File: config.mk
export PLATFORM = sky130hd
export DESIGN_NAME = prg_injector
export DESIGN_NICKNAME = d
export VERILOG_FILES = /design/src/rtl/prg_injector_pkg.sv /design/src/rtl/prg_mem_writer.sv /design/src/rtl/prg_injector.sv
export SDC_FILE = /design/constraint.sdc
export NUM_CORES = 1
export LEC_CHECK = 0
export ABC_CLOCK_PERIOD_IN_PS = 6000
export BUFFER_PORTS_ARGS = -buffer_cell sky130_fd_sc_hd__buf_2
export CORE_UTILIZATION = 42
export CTS_CLUSTER_SIZE = 10
export DETAILED_ROUTE_END_ITERATION = 10
export MAX_ROUTING_LAYER = met4
export PLACE_DENSITY = 0.67
export SETUP_SLACK_MARGIN = 0.2
export SYNTH_ARGS = -nofsm -noshare
export SYNTH_HDL_FRONTEND = slang
export SYNTH_SLANG_ARGS = --single-unit
File: constraint.sdc
create_clock -name clk_sys -period 6 [get_ports clk_sys]
set_input_delay 0.6 -clock clk_sys [delete_from_list [all_inputs] [get_ports clk_sys]]
set_output_delay 0.6 -clock clk_sys [all_outputs]
set_load 0.02 [all_outputs]
File: src/rtl/prg_injector_pkg.sv
// prg_injector_pkg: shared states and memory map for the program injector.
// The KBUF state exists only when PRG_INJECTOR_AUTORUN_EN is defined.
package prg_injector_pkg;
`ifdef PRG_INJECTOR_AUTORUN_EN
  typedef enum logic [2:0] {IDLE, HDR, DATA, WRITE, PATCH, KBUF, DONE} state_t;
`else
  typedef enum logic [2:0] {IDLE, HDR, DATA, WRITE, PATCH, DONE} state_t;
`endif
  localparam int MAX_PTR = 8;
  // Entries past the fourth are only reached when NPTR is raised above 4
  localparam logic [0:MAX_PTR-1][15:0] PTR_ADDR = {16'h002D, 16'h002F, 16'h0031, 16'h00AE,
                                                   16'h00B0, 16'h00B2, 16'h00B4, 16'h00B6};
  localparam logic [15:0] KBUF_ADDR = 16'h0527;
  localparam logic [15:0] KBUF_CNT_ADDR = 16'h00EF;
  localparam logic [0:3][7:0] AUTORUN_STR = {8'h52, 8'h55, 8'h4E, 8'h0D};
  localparam logic [7:0] AUTORUN_LEN = 8'd4;
endpackage

File: src/rtl/prg_mem_writer.sv
// prg_mem_writer: issues one memory write and holds mem_wr until mem_ack.
module prg_mem_writer #(
  parameter int AW = 16
) (
  input  logic          clk_sys,
  input  logic          reset,
  input  logic          start,
  input  logic          abort,
  input  logic [AW-1:0] addr,
  input  logic [7:0]    data,
  input  logic          mem_ack,
  output logic          mem_wr,
  output logic [AW-1:0] mem_addr,
  output logic [7:0]    mem_data,
  output logic          done
);
  assign done = mem_wr & mem_ack;
  always_ff @(posedge clk_sys or posedge reset)
    if (reset) begin
      mem_wr <= 1'b0;
      mem_addr <= '0;
      mem_data <= '0;
    end else if (abort) begin
      mem_wr <= 1'b0;
    end else if (start) begin
      mem_wr <= 1'b1;
      mem_addr <= addr;
      mem_data <= data;
    end else if (done) begin
      mem_wr <= 1'b0;
    end
endmodule

File: src/rtl/prg_injector.sv
// prg_injector: loads a headered program into memory, patches end pointers;
// PRG_INJECTOR_AUTORUN_EN adds a keyboard-buffer autorun stage after patching.
module prg_injector
  import prg_injector_pkg::*;
#(
  parameter int          AW    = 16,
  parameter int          NPTR  = 4,
  parameter logic [7:0]  INDEX = 8'd1
) (
  input  logic          clk_sys,
  input  logic          reset,
  input  logic          ioctl_download,
  input  logic [7:0]    ioctl_index,
  input  logic          ioctl_wr,
  input  logic [24:0]   ioctl_addr,
  input  logic [7:0]    ioctl_dout,
  output logic          ioctl_wait,
  output logic [AW-1:0] mem_addr,
  output logic [7:0]    mem_data,
  output logic          mem_wr,
  input  logic          mem_ack,
  output logic          busy,
  output logic [AW-1:0] load_end,
  output logic          err_overflow
);
  state_t state, state_n;
  logic [AW-1:0] cur_addr, addr_inc, waddr;
  logic [23:0] le_ext;
  logic [7:0] wdata;
  logic [3:0] idx;
  logic has_data, drop, sel, loading, post, abort, start, wr_done;
`ifdef PRG_INJECTOR_AUTORUN_EN
  localparam state_t AFTER_PATCH = KBUF;
  assign post = state == PATCH || state == KBUF;
`else
  localparam state_t AFTER_PATCH = DONE;
  assign post = state == PATCH;
`endif
  assign sel = ioctl_download && ioctl_index == INDEX;
  assign loading = state == HDR || state == DATA;
  assign abort = post && sel;
  assign addr_inc = cur_addr + 1'b1;
  assign le_ext = 24'(load_end);
  assign ioctl_wait = state == WRITE;
  assign busy = state != IDLE;
  always_comb begin
    state_n = state;
    start = 1'b0;
    waddr = cur_addr;
    wdata = ioctl_dout;
    case (state)
      IDLE: state_n = sel ? HDR : IDLE;
      HDR, DATA:
        if (!ioctl_download) state_n = has_data ? PATCH : DONE;
        else if (ioctl_wr && ioctl_addr > 25'd1 && !drop) begin
          state_n = WRITE;
          start = 1'b1;
        end else if (ioctl_wr && ioctl_addr == 25'd1) state_n = DATA;
      WRITE: state_n = wr_done ? DATA : WRITE;
      PATCH: begin
        waddr = AW'(PTR_ADDR[idx[3:1]]) + AW'(idx[0]);
        wdata = idx[0] ? le_ext[15:8] : le_ext[7:0];
        start = !mem_wr;
        state_n = (wr_done && idx == 4'(2*NPTR-1)) ? AFTER_PATCH : PATCH;
      end
`ifdef PRG_INJECTOR_AUTORUN_EN
      KBUF: begin
        waddr = (idx == 4'd4) ? AW'(KBUF_CNT_ADDR) : AW'(KBUF_ADDR) + AW'(idx);
        wdata = (idx == 4'd4) ? AUTORUN_LEN : AUTORUN_STR[idx[1:0]];
        start = !mem_wr;
        state_n = (wr_done && idx == 4'd4) ? DONE : KBUF;
      end
`endif
      DONE: state_n = IDLE;
      default: state_n = IDLE;
    endcase
    if (abort) begin
      state_n = HDR;
      start = 1'b0;
    end
  end
  always_ff @(posedge clk_sys or posedge reset)
    if (reset) begin
      state <= IDLE;
      cur_addr <= '0;
      load_end <= '0;
      err_overflow <= 1'b0;
      drop <= 1'b0;
      has_data <= 1'b0;
      idx <= '0;
    end else begin
      state <= state_n;
      idx <= (state_n != state) ? 4'd0 : idx + 4'(wr_done);
      if (state_n == HDR && state != HDR) begin
        has_data <= 1'b0;
        drop <= 1'b0;
      end
      if (abort) err_overflow <= 1'b0;
      if (loading && ioctl_download && ioctl_wr) begin
        if (ioctl_addr == 25'd0) cur_addr <= AW'(ioctl_dout);
        if (ioctl_addr == 25'd1) cur_addr <= AW'({ioctl_dout, cur_addr[7:0]});
        if (ioctl_addr > 25'd1) has_data <= 1'b1;
      end
      // Wrapping to zero poisons the rest of this download
      if (state == WRITE && wr_done) begin
        cur_addr <= addr_inc;
        if (addr_inc == '0) begin
          err_overflow <= 1'b1;
          drop <= 1'b1;
        end
      end
      if (loading && !ioctl_download && has_data) load_end <= cur_addr;
    end
  prg_mem_writer #(.AW(AW)) u_writer (
    .clk_sys(clk_sys),
    .reset(reset),
    .start(start),
    .abort(abort),
    .addr(waddr),
    .data(wdata),
    .mem_ack(mem_ack),
    .mem_wr(mem_wr),
    .mem_addr(mem_addr),
    .mem_data(mem_data),
    .done(wr_done)
  );
endmodule
# == After elaboration in Yosys (flattened, before gate mapping) ==
# Memory sizes are Yosys's and may differ from the RTL's.
# Cells that the tools add are included.
# totals
regBits,67
rom_bits,128
memories,1
# memory_table
memory,words,width,read_ports,rd_clocked_by_memory_dff,write_ports,line,text
(no name shown),8,16,1,0,0,prg_injector.sv:61,waddr = AW'(PTR_ADDR[idx[3:1]]) + AW'(idx[0]);
# classes
addsub,3
n_lt_le_gt_ge,2
n_eq_ne,11
n_mux,35
bitwise_logic,3
n_reduce_logical,28
# op_table
operator,n
2-to-1 mux 16 bit,7
== test 25 x 1 -> 1 bit (second input constant),1
greater-than comparator 25 x 1 -> 1 bit (second input constant),1
logical NOT 25 bit,1
2-to-1 mux 1 bit,19
adder 16 x 1 -> 16 bit,1
adder 16 x 1 -> 16 bit (second input constant),1
logical NOT 16 bit,1
2-to-1 mux 8 bit,2
logical AND 1 bit,12
2-to-1 mux 3 bit,4
one-hot mux 3 bit (4 select lines),1
nonzero test 3 bit,3
== test 8 x 1 -> 1 bit (second input constant),1
== test 3 x 1 -> 1 bit (second input constant),2
== test 3 x 2 -> 1 bit (second input constant),2
adder 4 x 1 -> 4 bit,1
== test 4 x 3 -> 1 bit (second input constant),1
greater-or-equal comparator 4 bit (second input constant),1
2-to-1 mux 4 bit,1
inverter 3 -> 4 bit,1
AND reduction 2 bit,2
nonzero test 2 bit,2
== test 3 bit (second input constant),1
other kinds (11),13

# == Longest topological paths before layout ==
# depth
ltp_word,12
depth_mapped,10
depth_no_buf,8

# == By module ==
# From an unflattened synthesis, not the netlist that was laid out.
# hier_totals
hier_cells,403
hier_area_um2,4003.8
# modules_own_cells
mod,instances,cells_per_inst,area_per_inst_um2,seq_area_each_um2
prg_injector,1,345,2942.8,1051.0
prg_mem_writer,1,58,1061.0,625.6

# == Worst setup path before layout ==
# No wires, ideal clock.
# synth_path
path_type,input to register
startpoint,input port ioctl_index[3]
endpoint,register idx[3]
t_arrival_ns,2.121
required_ns,5.928
path_slack_ns,3.808
cell_stages,6
path_cell_list,or4_4 > nor4_4 > a211oi_1 > mux2i_1 > a311o_1 > nor2_1
# synth_via
elab_chain_cells,7
elab_cells_between_ends,8
classes_between,eq/ne: 2; mux: 4; reduce/logical: 2
# synth_lines
element,line,text
"start, declared",prg_injector.sv:13,"input logic [7:0] ioctl_index,"
== test 8 x 1 -> 1 bit *,prg_injector.sv:39,assign sel = ioctl_download && ioctl_index == INDEX;
logical AND 1 bit *,prg_injector.sv:39,
2-to-1 mux 1 bit,prg_injector.sv:52,IDLE: state_n = sel ? HDR : IDLE;
one-hot mux 3 bit (4 select lines),prg_injector.sv:51,case (state)
2-to-1 mux 3 bit *,prg_injector.sv:77,if (abort) begin
inequality test 3 bit *,prg_injector.sv:93,idx <= (state_n != state) ? 4'd0 : idx + 4'(wr_done);
2-to-1 mux 4 bit *,prg_injector.sv:93,
"end signal, assigned",prg_injector.sv:93,
"end, declared",prg_injector.sv:30,logic [3:0] idx;
# Mark *: on every way between the ends. The rest lies on a longest branch, timed or not.
# A chain may end at the register's enable or synchronous reset.

# == Final worst setup path ==
# layout_path
startpoint,register state[0]
endpoint,register idx[0]
# layout_via
elab_chain_cells,7
elab_cells_between_ends,14
classes_between,eq/ne: 5; mux: 6; reduce/logical: 3
# layout_lines
element,line,text
"start, declared",prg_injector.sv:26,"state_t state, state_n;"
"start signal, assigned",prg_injector.sv:92,state <= state_n;
2-to-1 mux 3 bit,prg_injector.sv:58,end else if (ioctl_wr && ioctl_addr == 25'd1) state_n = DATA;
2-to-1 mux 3 bit,prg_injector.sv:55,else if (ioctl_wr && ioctl_addr > 25'd1 && !drop) begin
2-to-1 mux 3 bit,prg_injector.sv:54,if (!ioctl_download) state_n = has_data ? PATCH : DONE;
one-hot mux 3 bit (4 select lines),prg_injector.sv:51,
2-to-1 mux 3 bit,prg_injector.sv:77,
inequality test 3 bit *,prg_injector.sv:93,
2-to-1 mux 4 bit *,prg_injector.sv:93,
# Marks and branches as above.

==> results.sh <==
export IMPL_yosysMostFrequentCell="dfrtp_1"
export IMPL_crit_type="flip-flop to flip-flop"
export IMPL_routed_wl_mm=9.43
export IMPL_fin_crit_ns=2.75
export IMPL_wl_met1_mm=4.45
export IMPL_syn_num_nets=457
export IMPL_finalSetupTns_ns=0
export IMPL_cts_root_buf="clkbuf_8"
export IMPL_syn_to_final_growth_pct=17.0
export IMPL_ant_nets=0
export IMPL_finalHoldViolations=0
export IMPL_synth_edf_count=0
export IMPL_io_buffer_count=89
export IMPL_slew_headroom=0.375
export IMPL_rsz0062_at_grt="false"
export IMPL_drive_above_1_share=0.284
export IMPL_cp_required_ns=6.29
export IMPL_endpoint_kind="flip-flop"
export IMPL_rows=34
export IMPL_vias_per_cell=5.61
export IMPL_critical_path_peak_fanout=28
export IMPL_seq_area_frac_synth=0.443
export IMPL_synth_main_ff_cell="dfrtp_1"
export IMPL_stdcell_area_mm2=0.00443
export IMPL_cts_tree="done"
export IMPL_grt_ovfl_total=0
export IMPL_dpl_instance_area_mm2=0.00424
export IMPL_cts_buffer_depth=2
export IMPL_critPathLaunchType="flip-flop"
export IMPL_synthTopCellsByCount="dfrtp_1, nand2_1, nor2_1"
export IMPL_antenna_found_initial=0
export IMPL_place_hpwl_mm=7.00
export IMPL_layout_nets=532
export IMPL_syn_area_mm2=0.00379
export IMPL_async_reset_ff_frac=1.00
export IMPL_post_cts_resized=0
export IMPL_cts_buffers=9
export IMPL_grt_first_pass_wirelength_mm=15.8
export IMPL_yosysWarningCount=0
export IMPL_fin_worst_skew_ns=0.00788
export IMPL_synth_area_top_cells="dfrtp_1, nand2_1, mux2_2"
export IMPL_drc=0
export IMPL_ios=90
export IMPL_holdCritPathClass="flip-flop to flip-flop"
export IMPL_worst_pin_slew_ns=0.938
export IMPL_cts_max_level=3
export IMPL_holdWs_ns=0.485
export IMPL_outcome="completed"
export IMPL_highest_layer="met4"
export IMPL_ir_drop_v=0.000123
export IMPL_gp_congestion=0.914
export IMPL_p_leak_uw=0.00216
export IMPL_total_power_uw=1400
export IMPL_powerDensity_mw_per_mm2=315
export IMPL_drt_iter0_drc=188
export IMPL_dp_cells=578
export IMPL_insertion_delay_ns=0.35
export IMPL_grt_max_degree=68
export IMPL_cts_sinks=67
export IMPL_setup_viol=0
export IMPL_cts_hold_buffers_added=0
export IMPL_start_util=0.434
export IMPL_post_cts_buffers=0
export IMPL_wl_met3_um=606
export IMPL_n_antenna_cell=0
export IMPL_die_h_um=97.0
export IMPL_arrival_ns=3.05
export IMPL_layoutNonFillerInstCount=594
export IMPL_clock_fmax_mhz=363
export IMPL_syn_instance_count=406
export IMPL_synth_top_area_frac=0.443
export IMPL_num_vias=3330
export IMPL_core_mm2=0.00872
export IMPL_syn_area_per_cell_um2=9.33
export IMPL_wire_per_inst_um=15.9
export IMPL_maxSlewViolCount=0
export IMPL_grt_pass1_vias=3110
export IMPL_synth_largest_area_cell="dfrtp_1"
export IMPL_yosys_cell_types_count=63
export IMPL_maxCapViolations=0
export IMPL_wl_met2_mm=4.28
export IMPL_dieWidth_um=97.0
export IMPL_period_share=0.459
export IMPL_ys_ff_latch=67
export IMPL_drt_pass1_iter_count=4
export IMPL_die_area_mm2=0.00940
export IMPL_gr_usage_all_layers=0.216
export IMPL_clk_pin_slew_ns=0.08
## cells by family after synthesis
logic type               Yosys count  share of synthesized area
AO/OA/AOI/OAI                    108                      0.182
XOR/XNOR                           6                     0.0188
flip-flops                        67                      0.443
adder cells (fa/ha/maj)            5                     0.0165
AND/OR/NAND/NOR                  153                      0.210
buffers and inverters             39                     0.0515
multiplexers                      28                     0.0786
## per-layer routing
| metal | GRT usage | vias up |
|---|---|---|
| met4 | 0.0597 | 0 |
| met5 | - | - |
| met1 | 0.298 | 1572 |
| met3 | 0.0470 | 13 |
| li1 | - | 1621 |
| met2 | 0.322 | 124 |
## critical path, cell delays in order (launching register included)
cell      delay (ns)
dfrtp_1         0.69
or3b_1          0.81
nor3_2          0.14
a211oi_1        0.38
mux2i_1         0.16
a311oi_1        0.34
and2_1          0.17
## report_power, final
| group | leakage, µW | internal (µW) | switching (µW) |
|---|---|---|---|
| Clock | 0.0000950 | 190 | 187 |
| Sequential | 0.000887 | 521 | 79.3 |
| Combinational | 0.00118 | 166 | 254 |
| Total | 0.00216 | 877 | 521 |
## layout by cell type, fill, tap and decap left out, types with 2 or more instances in the layout
cell	synthesis	layout
nand2b_1	2	2
nand3b_1	3	3
inv_1	11	10
o21ai_0	18	18
nor3_1	4	4
and4_1	2	2
buf_4	3	3
or4_4	2	2
clkinv_2	0	3
nor2_1	42	41
or3_1	2	2
a21oi_1	27	27
a211o_1	2	2
and2_1	7	7
nand2_1	43	43
nand3_1	10	10
o211ai_1	2	2
o21a_1	3	3
a31oi_1	3	3
a22o_1	9	9
mux2_2	14	14
nor4_1	8	8
xnor2_1	4	4
buf_2	6	89
nor2b_1	2	2
and3_1	4	4
o21ai_1	17	17
o32ai_1	3	3
nand4_1	9	9
o22ai_1	3	3
clkbuf_8	0	9
ha_1	5	5
nor4_4	2	2
clkinvlp_4	0	2
dfrtp_1	67	67
mux2i_1	14	14
or4_1	2	2
a211oi_1	7	7
## worst paths after layout
path,start,end,slack [ns],cells after the start
setup / recovery,state[0],idx[0],3.25,6
hold / removal,u_writer.mem_addr[3],u_writer.mem_addr[3],0.49,2
setup reg to reg,state[0],idx[0],3.25,6
hold reg to reg,u_writer.mem_addr[3],u_writer.mem_addr[3],0.49,2
max in group asynchronous,reset,load_end[13],4.98,3
min in group asynchronous,reset,cur_addr[0],0.50,3
## area by class of cell
class	count	area, µm²
well taps	108	135
repair buffers	92	468
fillers	831	4290
clock inverters	7	68.8
multi-input cells	300	1920
flip-flops and latches	67	1680
inverters	11	41.3
clock buffers	9	124
## sequential cells by signal, summed over array words and instances, names as in the netlist
| name | flops |
|---|---|
| drop | 1 |
| load_end | 16 |
| idx | 4 |
| u_writer.mem_wr | 1 |
| err_overflow | 1 |
| state | 3 |
| cur_addr | 16 |
| u_writer.mem_addr | 16 |
| u_writer.mem_data | 8 |
| has_data | 1 |
## metrics by stage
step	worst slack (ns)	util
finish	3.25	0.508
floorplan	3.72	-
global placement	3.18	0.486
detailed placement	3.29	0.486
CTS	3.27	0.508
global route	2.94	0.508
Note: power is estimated with default switching activity, not from simulation.
